**config.mk**
```make
export PLATFORM = sky130hd
export DESIGN_NAME = mem_port_arb
export DESIGN_NICKNAME = d
export VERILOG_FILES = /design/src/rtl/mem_port_arb.sv
export SDC_FILE = /design/constraint.sdc
export NUM_CORES = 1
export LEC_CHECK = 0
export ABC_AREA = 0
export CORE_AREA = 2 2 109 111
export CTS_CLUSTER_DIAMETER = 80
export CTS_CLUSTER_SIZE = 10
export DETAILED_ROUTE_END_ITERATION = 16
export DIE_AREA = 0 0 111 113
export HOLD_SLACK_MARGIN = 0.06
export PLACE_DENSITY = 0.59
export SETUP_SLACK_MARGIN = 0.4
export SLEW_MARGIN = 20
export SYNTH_ARGS = -nofsm -noshare
export SYNTH_HDL_FRONTEND = slang
export SYNTH_SLANG_ARGS = --single-unit
```
**constraint.sdc**
```tcl
create_clock -name clk -period 2.2 [get_ports clk]
set_input_delay 0.33 -clock clk [delete_from_list [all_inputs] [get_ports clk]]
set_output_delay 0.33 -clock clk [all_outputs]
set_load 0.02 [all_outputs]
```
**src/rtl/mem_port_arb.sv**
```systemverilog
// Arbiter sharing one memory port between instruction fetch and load/store.
// LS has priority; a starvation counter forces one IF grant after STARVE_MAX LS wins.
module mem_port_arb #(
  parameter int unsigned STARVE_MAX = 4
) (
  input  logic        clk,
  input  logic        rst,
  input  logic        if_req_val,
  output logic        if_req_rdy,
  input  logic [31:0] if_adr,
  output logic        if_rsp_val,
  output logic [31:0] if_rsp_dat,
  input  logic        ls_req_val,
  output logic        ls_req_rdy,
  input  logic [31:0] ls_adr,
  input  logic [31:0] ls_wdat,
  input  logic [3:0]  ls_wen,
  input  logic        ls_ren,
  output logic        ls_rsp_val,
  output logic [31:0] ls_rsp_dat,
  output logic        mem_req_val,
  input  logic        mem_req_rdy,
  output logic [31:0] mem_adr,
  output logic [31:0] mem_wdat,
  output logic [3:0]  mem_wen,
  output logic        mem_ren,
  input  logic        mem_rsp_val,
  input  logic [31:0] mem_rsp_dat
);

  localparam int unsigned CNT_W = 4;

  typedef enum logic [1:0] {
    IDLE    = 2'd0,
    BUSY_IF = 2'd1,
    BUSY_LS = 2'd2
  } state_t;

  state_t           state, state_nxt;
  logic [CNT_W-1:0] starve_cnt, starve_nxt;
  logic             starved;
  logic             sel_if, sel_ls;

  assign starved = (starve_cnt == CNT_W'(STARVE_MAX));

  // State and starvation counter registers
  always_ff @(posedge clk or posedge rst) begin
    if (rst) begin
      state      <= IDLE;
      starve_cnt <= '0;
    end else begin
      state      <= state_nxt;
      starve_cnt <= starve_nxt;
    end
  end

  // Arbitration, request mux, response routing and next state
  always_comb begin
    state_nxt   = state;
    starve_nxt  = starve_cnt;
    sel_if      = 1'b0;
    sel_ls      = 1'b0;
    if_req_rdy  = 1'b0;
    ls_req_rdy  = 1'b0;
    if_rsp_val  = 1'b0;
    if_rsp_dat  = '0;
    ls_rsp_val  = 1'b0;
    ls_rsp_dat  = '0;
    mem_req_val = 1'b0;
    mem_adr     = '0;
    mem_wdat    = '0;
    mem_wen     = '0;
    mem_ren     = 1'b0;

    case (state)
      IDLE: begin
        // No grant while reset is held so every output stays quiet
        if (!rst) begin
          sel_if = if_req_val & (~ls_req_val | starved);
          sel_ls = ls_req_val & ~sel_if;
        end
        mem_req_val = sel_if | sel_ls;
        if (sel_if) begin
          mem_adr = if_adr;
          mem_ren = 1'b1;
        end else if (sel_ls) begin
          mem_adr  = ls_adr;
          mem_wdat = ls_wdat;
          mem_wen  = ls_wen;
          mem_ren  = ls_ren;
        end
        if_req_rdy = sel_if & mem_req_rdy;
        ls_req_rdy = sel_ls & mem_req_rdy;

        if (mem_req_val && mem_req_rdy) begin
          if (sel_if) begin
            state_nxt  = BUSY_IF;
            starve_nxt = '0;
          end else begin
            state_nxt = BUSY_LS;
            if (if_req_val) begin
              starve_nxt = starved ? starve_cnt : starve_cnt + CNT_W'(1);
            end else begin
              starve_nxt = '0;
            end
          end
        end
      end

      BUSY_IF: begin
        if (mem_rsp_val) begin
          if_rsp_val = 1'b1;
          if_rsp_dat = mem_rsp_dat;
          state_nxt  = IDLE;
        end
      end

      BUSY_LS: begin
        if (mem_rsp_val) begin
          ls_rsp_val = 1'b1;
          ls_rsp_dat = mem_rsp_dat;
          state_nxt  = IDLE;
        end
      end

      default: state_nxt = IDLE;
    endcase
  end

endmodule

```
Word level (Yosys, flattened, before mapping)
Index checks and enable logic that the tools add are counted.
{ "totals": {"wordCells": 54, "in_bits": 139, "reg_bits": 6} }
{ "classes": {"n_mux": 32, "n_bitwise": 8, "n_reduce_logical": 5, "addsub": 1, "eq_ne": 6} }
{ "op_table": {"columns": ["operator", "count"], "rows": [
  ["32-bit two-way mux", 9],
  ["4-bit two-way mux", 6],
  ["1-bit two-way mux", 13],
  ["2-bit two-way mux", 3],
  ["4-bit by 1-bit adder with 4-bit output (second input constant)", 1],
  ["1-bit AND", 4],
  ["4-bit by 3-bit equality test with 1-bit output (second input constant)", 1],
  ["2-bit case mux with 2 select lines", 1],
  ["3-bit by 2-bit != test with 1-bit output (second input constant)", 1],
  ["3-bit AND reduction", 1],
  ["2-bit by 1-bit equality test with 1-bit output (second input constant)", 1],
  ["2-bit equality test (second input constant)", 1],
  ["2-bit zero test", 1],
  ["2-bit by 1-bit != test with 1-bit output (second input constant)", 1],
  ["2-bit != test (second input constant)", 1],
  ["1-bit NOT", 2],
  ["1-bit OR", 2],
  ["2-bit AND reduction", 1],
  ["2-bit OR reduction", 1],
  ["1-bit logical AND", 1]
]} }

Longest topological paths before layout
{ "logic_depth": {"ltp_word": 11, "ltp_mapped": 8} }

Least setup slack after synthesis
Ideal clock, no wire load.
{ "synth_path": {"path_kind": "register -> output", "from": "reg state[0]", "to": "out mem_adr[18]", "path_buffers": 2, "slack_ns": 0.180, "path_stages_with_launch": 8, "t_required_ns": 1.870, "t_arrival_ns": 1.690, "cell_sequence": "dfrtp_1 inv_1 ha_1 nor2b_1 o211a_1 buf_2 buf_2 a22o_1"} }
{ "synth_via": {"elab_chain_cells": 2} }
{ "synth_rtl": {"columns": ["item", "line", "rtl"], "rows": [
  ["start, declared", "39", "state_t state, state_nxt;"],
  ["start signal, assigned", "52", "state <= state_nxt;"],
  ["2-bit zero test", "75", "case (state)"],
  ["32-bit two-way mux", "75", null],
  ["end, declared", "23", "output logic [31:0] mem_adr,"]
]} }
No other way between the ends.

Worst setup path in the final report
{ "layout_path": {"from": "reg starve_cnt[1]", "to": "out mem_adr[31]"} }
{ "layout_via": {"elab_chain_cells": 10, "elab_cells_between_ends": 12, "cone_classes": "eq/ne: 1; mux: 7; bitwise: 4"} }
{ "layout_rtl": {"columns": ["item", "line", "rtl"], "rows": [
  ["start, declared", "40", "logic [CNT_W-1:0] starve_cnt, starve_nxt;"],
  ["start signal, assigned", "53", "starve_cnt <= starve_nxt;"],
  ["4-bit by 3-bit equality test with 1-bit output *", "44", "assign starved = (starve_cnt == CNT_W'(STARVE_MAX));"],
  ["1-bit OR *", "79", "sel_if = if_req_val & (~ls_req_val | starved);"],
  ["1-bit AND *", "79", null],
  ["1-bit NOT", "80", "sel_ls = ls_req_val & ~sel_if;"],
  ["1-bit AND", "80", null],
  ["1-bit two-way mux", "78", "if (!rst) begin"],
  ["1-bit two-way mux", "75", null],
  ["32-bit two-way mux", "86", "end else if (sel_ls) begin"],
  ["32-bit two-way mux *", "83", "if (sel_if) begin"],
  ["32-bit two-way mux *", "75", null]
]} }
Every way passes the cells marked *; elsewhere a longest branch is shown, timed or not. The select of a mux whose other input is x is not followed.

==> impl_summary.txt <==
----------------------------------------------------
[Status]
  Outcome ... finished, violations left
  Failing checks ... setup timing

[Critical path]
  Launching element type of the critical path ... flop
  Ordered list of cells on the worst path ... inv_2 > ha_4 > nand3b_4 > a211oi_2 > and2_4 > buf_16 > buf_12 > a22o_1 > buf_6
  Largest fanout on the critical path ... 8
  Number of gates on the worst path with buffers counted ... 9
  Required time reported for the critical path endpoint ... between 1.5 and 2 ns
  Kind of end point of the critical path ... output pin
  Top Family by Delay on Critical Path ... buffers and inverters
  Slowest stage cell on the critical path ... sky130_fd_sc_hd__dfrtp_1
  Count of cells along the worst register-to-register path ... 11
  CP bufs+invs ... 4
  Data arrival at the endpoint of the critical path ... approximately 1.9 ns
  Delay contributed by the slowest stage of the critical path ... between 0.3 and 0.4 ns
  Category of the most critical setup path ... reg2out

[Synth]
  Leading cell types by total area after synthesis ... sky130_fd_sc_hd__and3_1, sky130_fd_sc_hd__a22o_1, sky130_fd_sc_hd__and2_1, sky130_fd_sc_hd__dfrtp_1, sky130_fd_sc_hd__clkbuf_1
  Post-synth net total ... 354
  Area share of the leading cell type in the synthesized netlist ... roughly a quarter
  Number of synthesized flops with an enable pin ... 0
  Ys Warns ... 0
  Post-synthesis cell type with the largest combined area ... sky130_fd_sc_hd__and3_1
  Most used DFF post-synth ... sky130_fd_sc_hd__dfrtp_1
  Mean Syn Cell Area ... between 7 and 8 um2
  Number of cells produced by synthesis ... 210
  Library cells used by synthesis ... 29
  Sequential fraction of the synthesis area ... under 10%
  Number of flip-flops and latches in the synthesized netlist ... 6
  Share of flip-flops with an asynchronous set or reset ... 100%
  Post-synthesis cell area ... around 0.0015 mm2

[Finish]
  Proportion of layout cells with a drive suffix above 1 ... 67.5%
  Diode insertion count for antenna repair ... 0
  Final core occ ... a little under three fifths
  # nets final ... between 600 and 700
  Synth-to-Final Area Change ... 318%
  Number of standard cells in the layout, taps in and fillers out ... between 600 and 700
  Count of filler cells inserted in the layout ... approximately 930

[Global route]
  Pin count of the biggest net entering global routing ... 35
  First-pass GRT wire length ... about 17,000 um
  Number of antenna violations at the first check in global routing ... 0
  Via count of the first global-routing pass ... roughly 3,200
  GRT Residual Overflow ... 0
  GRT Resource Usage Total ... between 10% and 20%

[Drt]
  DR pass1 iterations ... 4
  Via count ... just over 3,000
  Number of DRC violations after detailed-routing iteration 0 ... between 80 and 90
  Drt via density ... approximately 4.6
  DRT antenna net count ... 0
  Drc violations ... 0
  Final wirelength ... 12,200 um
  Mean routed wirelength per cell ... approximately 18 um

[CTS]
  CTS buffer count ... 3
  Maximum level of the CTS H-tree ... 1
  Buffer depth of the longest clock path ... 2
  Clock insertion delay at the later pin of the skew report ... ~0.23 ns
  Root buf cell ... sky130_fd_sc_hd__clkbuf_16
  Clk sink count ... 6
  TritonCTS clock tree ... yes
  Clock slew at reported path FFs ... about 0.030 ns

[Timing]
  Post-route worst hold slack ... 0.212 ns
  Final Hold Fails ... 0
  Worst Tran Pin Value ... about 0.27 ns
  Worst-case clock skew ... ~0.0017 ns
  Period utilisation layout ... 101%
  Setup repair after global routing missed its margin ... true
  Worst relative slew slack ... approximately four fifths
  Post-layout worst setup margin ... -0.0282 ns
  Fin Setup TNS ... -0.0453 ns
  Count of final setup violators ... 10
  Fmax ... 449 MHz
  Count of final max-slew check failures ... 0
  Post-layout min period ... approximately 2.2 ns

[Floorplan]
  Die Height ... roughly 110 um
  Core footprint ... between 0.01 and 0.015 mm2
  DIE WIDTH ... approximately 110 um
  Die area ... ~0.013 mm2
  Standard-cell rows ... 39
  Ports ... ~280
  Starting density of the core ... approximately 14%

[Power and ir drop]
  Comb power frac ... roughly 89%
  PwrDens ... between 600 and 700 mW/mm2
  Relative contribution of sequential cells to total power ... approximately 4.0%
  Relative contribution of the clock network to total power ... around 6.7%
  Sw Ratio ... about two fifths
  NetSw ... 1690 uW
  Leakage ... 0.00294 uW
  Cell internal power dissipation ... 2750 uW
  Worst IR drop on VDD ... 0.000461 V

[Place]
  Gp weighted congestion ... between 0.8 and 0.9
  Number of buffers added on ports ... approximately 280
  Number of placed instances, taps included ... around 640
  Placement-stage worst setup slack ... -0.469 ns
  Half-perimeter wire length after placement ... approximately 8200 um

[Worst hold path]
  Class of the tightest hold or removal check ... in2async

[Run]
  Maxcap violations ... 0

----------------------------------------------------
==> flip-flops by register name (all words and copies together) (netlist names) <==
register    flops
state           2
starve_cnt      4
==> per-stage QoR <==
| stage | total power [uW] | area [um2] |
|---|---|---|
| after detailed placement | 2890 | 4970 |
| after floorplan | 1560 | 1870 |
| after CTS | 3810 | 5540 |
| after global routing | 4640 | 6410 |
| after global placement | 2860 | 4970 |
| final | 4440 | 6410 |
==> cells by family (layout without fill, tap and decap cells) <==
group	count (synthesis)	count (layout)	share of synthesized area [%]
flip-flops	6	6	9.79
adder cells (fa/ha/maj)	5	5	4.08
buffers and inverters	32	361	11.7
AO/OA/AOI/OAI	45	45	24.8
AND/OR/NAND/NOR	122	122	49.7
==> routing by layer <==
layer	up-vias	GRT usage, %	routed length (um)
met1	1472	15.8	3810
met5	-	0	0
met3	14	5.36	1130
met2	183	35.4	7080
met4	0	4.00	225
li1	1435	-	-
==> what timing repair did <==
item / in CTS / in global routing
pin swaps: 9 / 45
gates resized for setup: 800 / 193
buffers inserted: 18 / 11
gates cloned: 9 / 5
setup endpoints to repair: 138 / 139
hold buffers: 0 / 0
==> worst min-delay path: cells and delay by family <==
family / cells / cell delay (ns)
buf+inv: 3 / 0.44
==> placed cells by master (no fill, tap or decap), drive strengths merged, types with 2 or more instances in the layout <==
master / instances
nor2b: 3
dfrtp: 6
clkbuf: 8
clkdlybuf4s50: 134
and3: 65
dlymetal6s2s: 2
ha: 5
and2: 41
a21o: 2
a22o: 33
dlygate4sd2: 2
o21ai: 3
nand2: 2
inv: 8
nand3: 4
buf: 206
==> worst paths after layout <==
check / endpoint / slack (ns) / from
worst max-delay path: mem_adr[31] / -0.03 / starve_cnt[1]
worst min-delay path: state[0] / 0.21 / rst
worst max register to register: state[1] / 0.49 / starve_cnt[1]
worst min register to register: starve_cnt[3] / 0.65 / starve_cnt[3]
max in group asynchronous: starve_cnt[0] / 1.70 / rst
min in group clk: starve_cnt[3] / 0.65 / starve_cnt[3]
==> power by group through the flow <==
| stage | clock network, uW | registers, uW | logic, uW |
|---|---|---|---|
| 3_3_place_gp | 0 | 172 | 2690 |
| 5_1_grt | 305 | 184 | 4150 |
| 2_1_floorplan | 0 | 187 | 1370 |
| 4_1_cts | 300 | 177 | 3340 |
| 6_report | 298 | 179 | 3960 |
| 3_5_place_dp | 0 | 174 | 2720 |
==> layout make-up <==
type	count	area [um2]	area share (%)
inverter	8	30.0	0.468
timing repair buffer	350	4010	62.6
clock buffer	3	75.1	1.17
sequential	6	150	2.34
multi-input combinational	172	1970	30.7
tap	143	179	2.79
==> Yosys cell counts, types with 2 or more instances <==
library cell / number
sky130_fd_sc_hd__ha_1: 5
sky130_fd_sc_hd__and3_1: 65
sky130_fd_sc_hd__nand2_1: 2
sky130_fd_sc_hd__nand3_1: 4
sky130_fd_sc_hd__a21o_1: 2
sky130_fd_sc_hd__clkbuf_1: 18
sky130_fd_sc_hd__inv_1: 8
sky130_fd_sc_hd__nor2b_1: 3
sky130_fd_sc_hd__buf_12: 3
sky130_fd_sc_hd__and2_1: 41
sky130_fd_sc_hd__o21ai_0: 3
sky130_fd_sc_hd__a22o_1: 33
sky130_fd_sc_hd__dfrtp_1: 6
sky130_fd_sc_hd__buf_2: 2
Note: power is estimated with default switching activity, not from simulation.
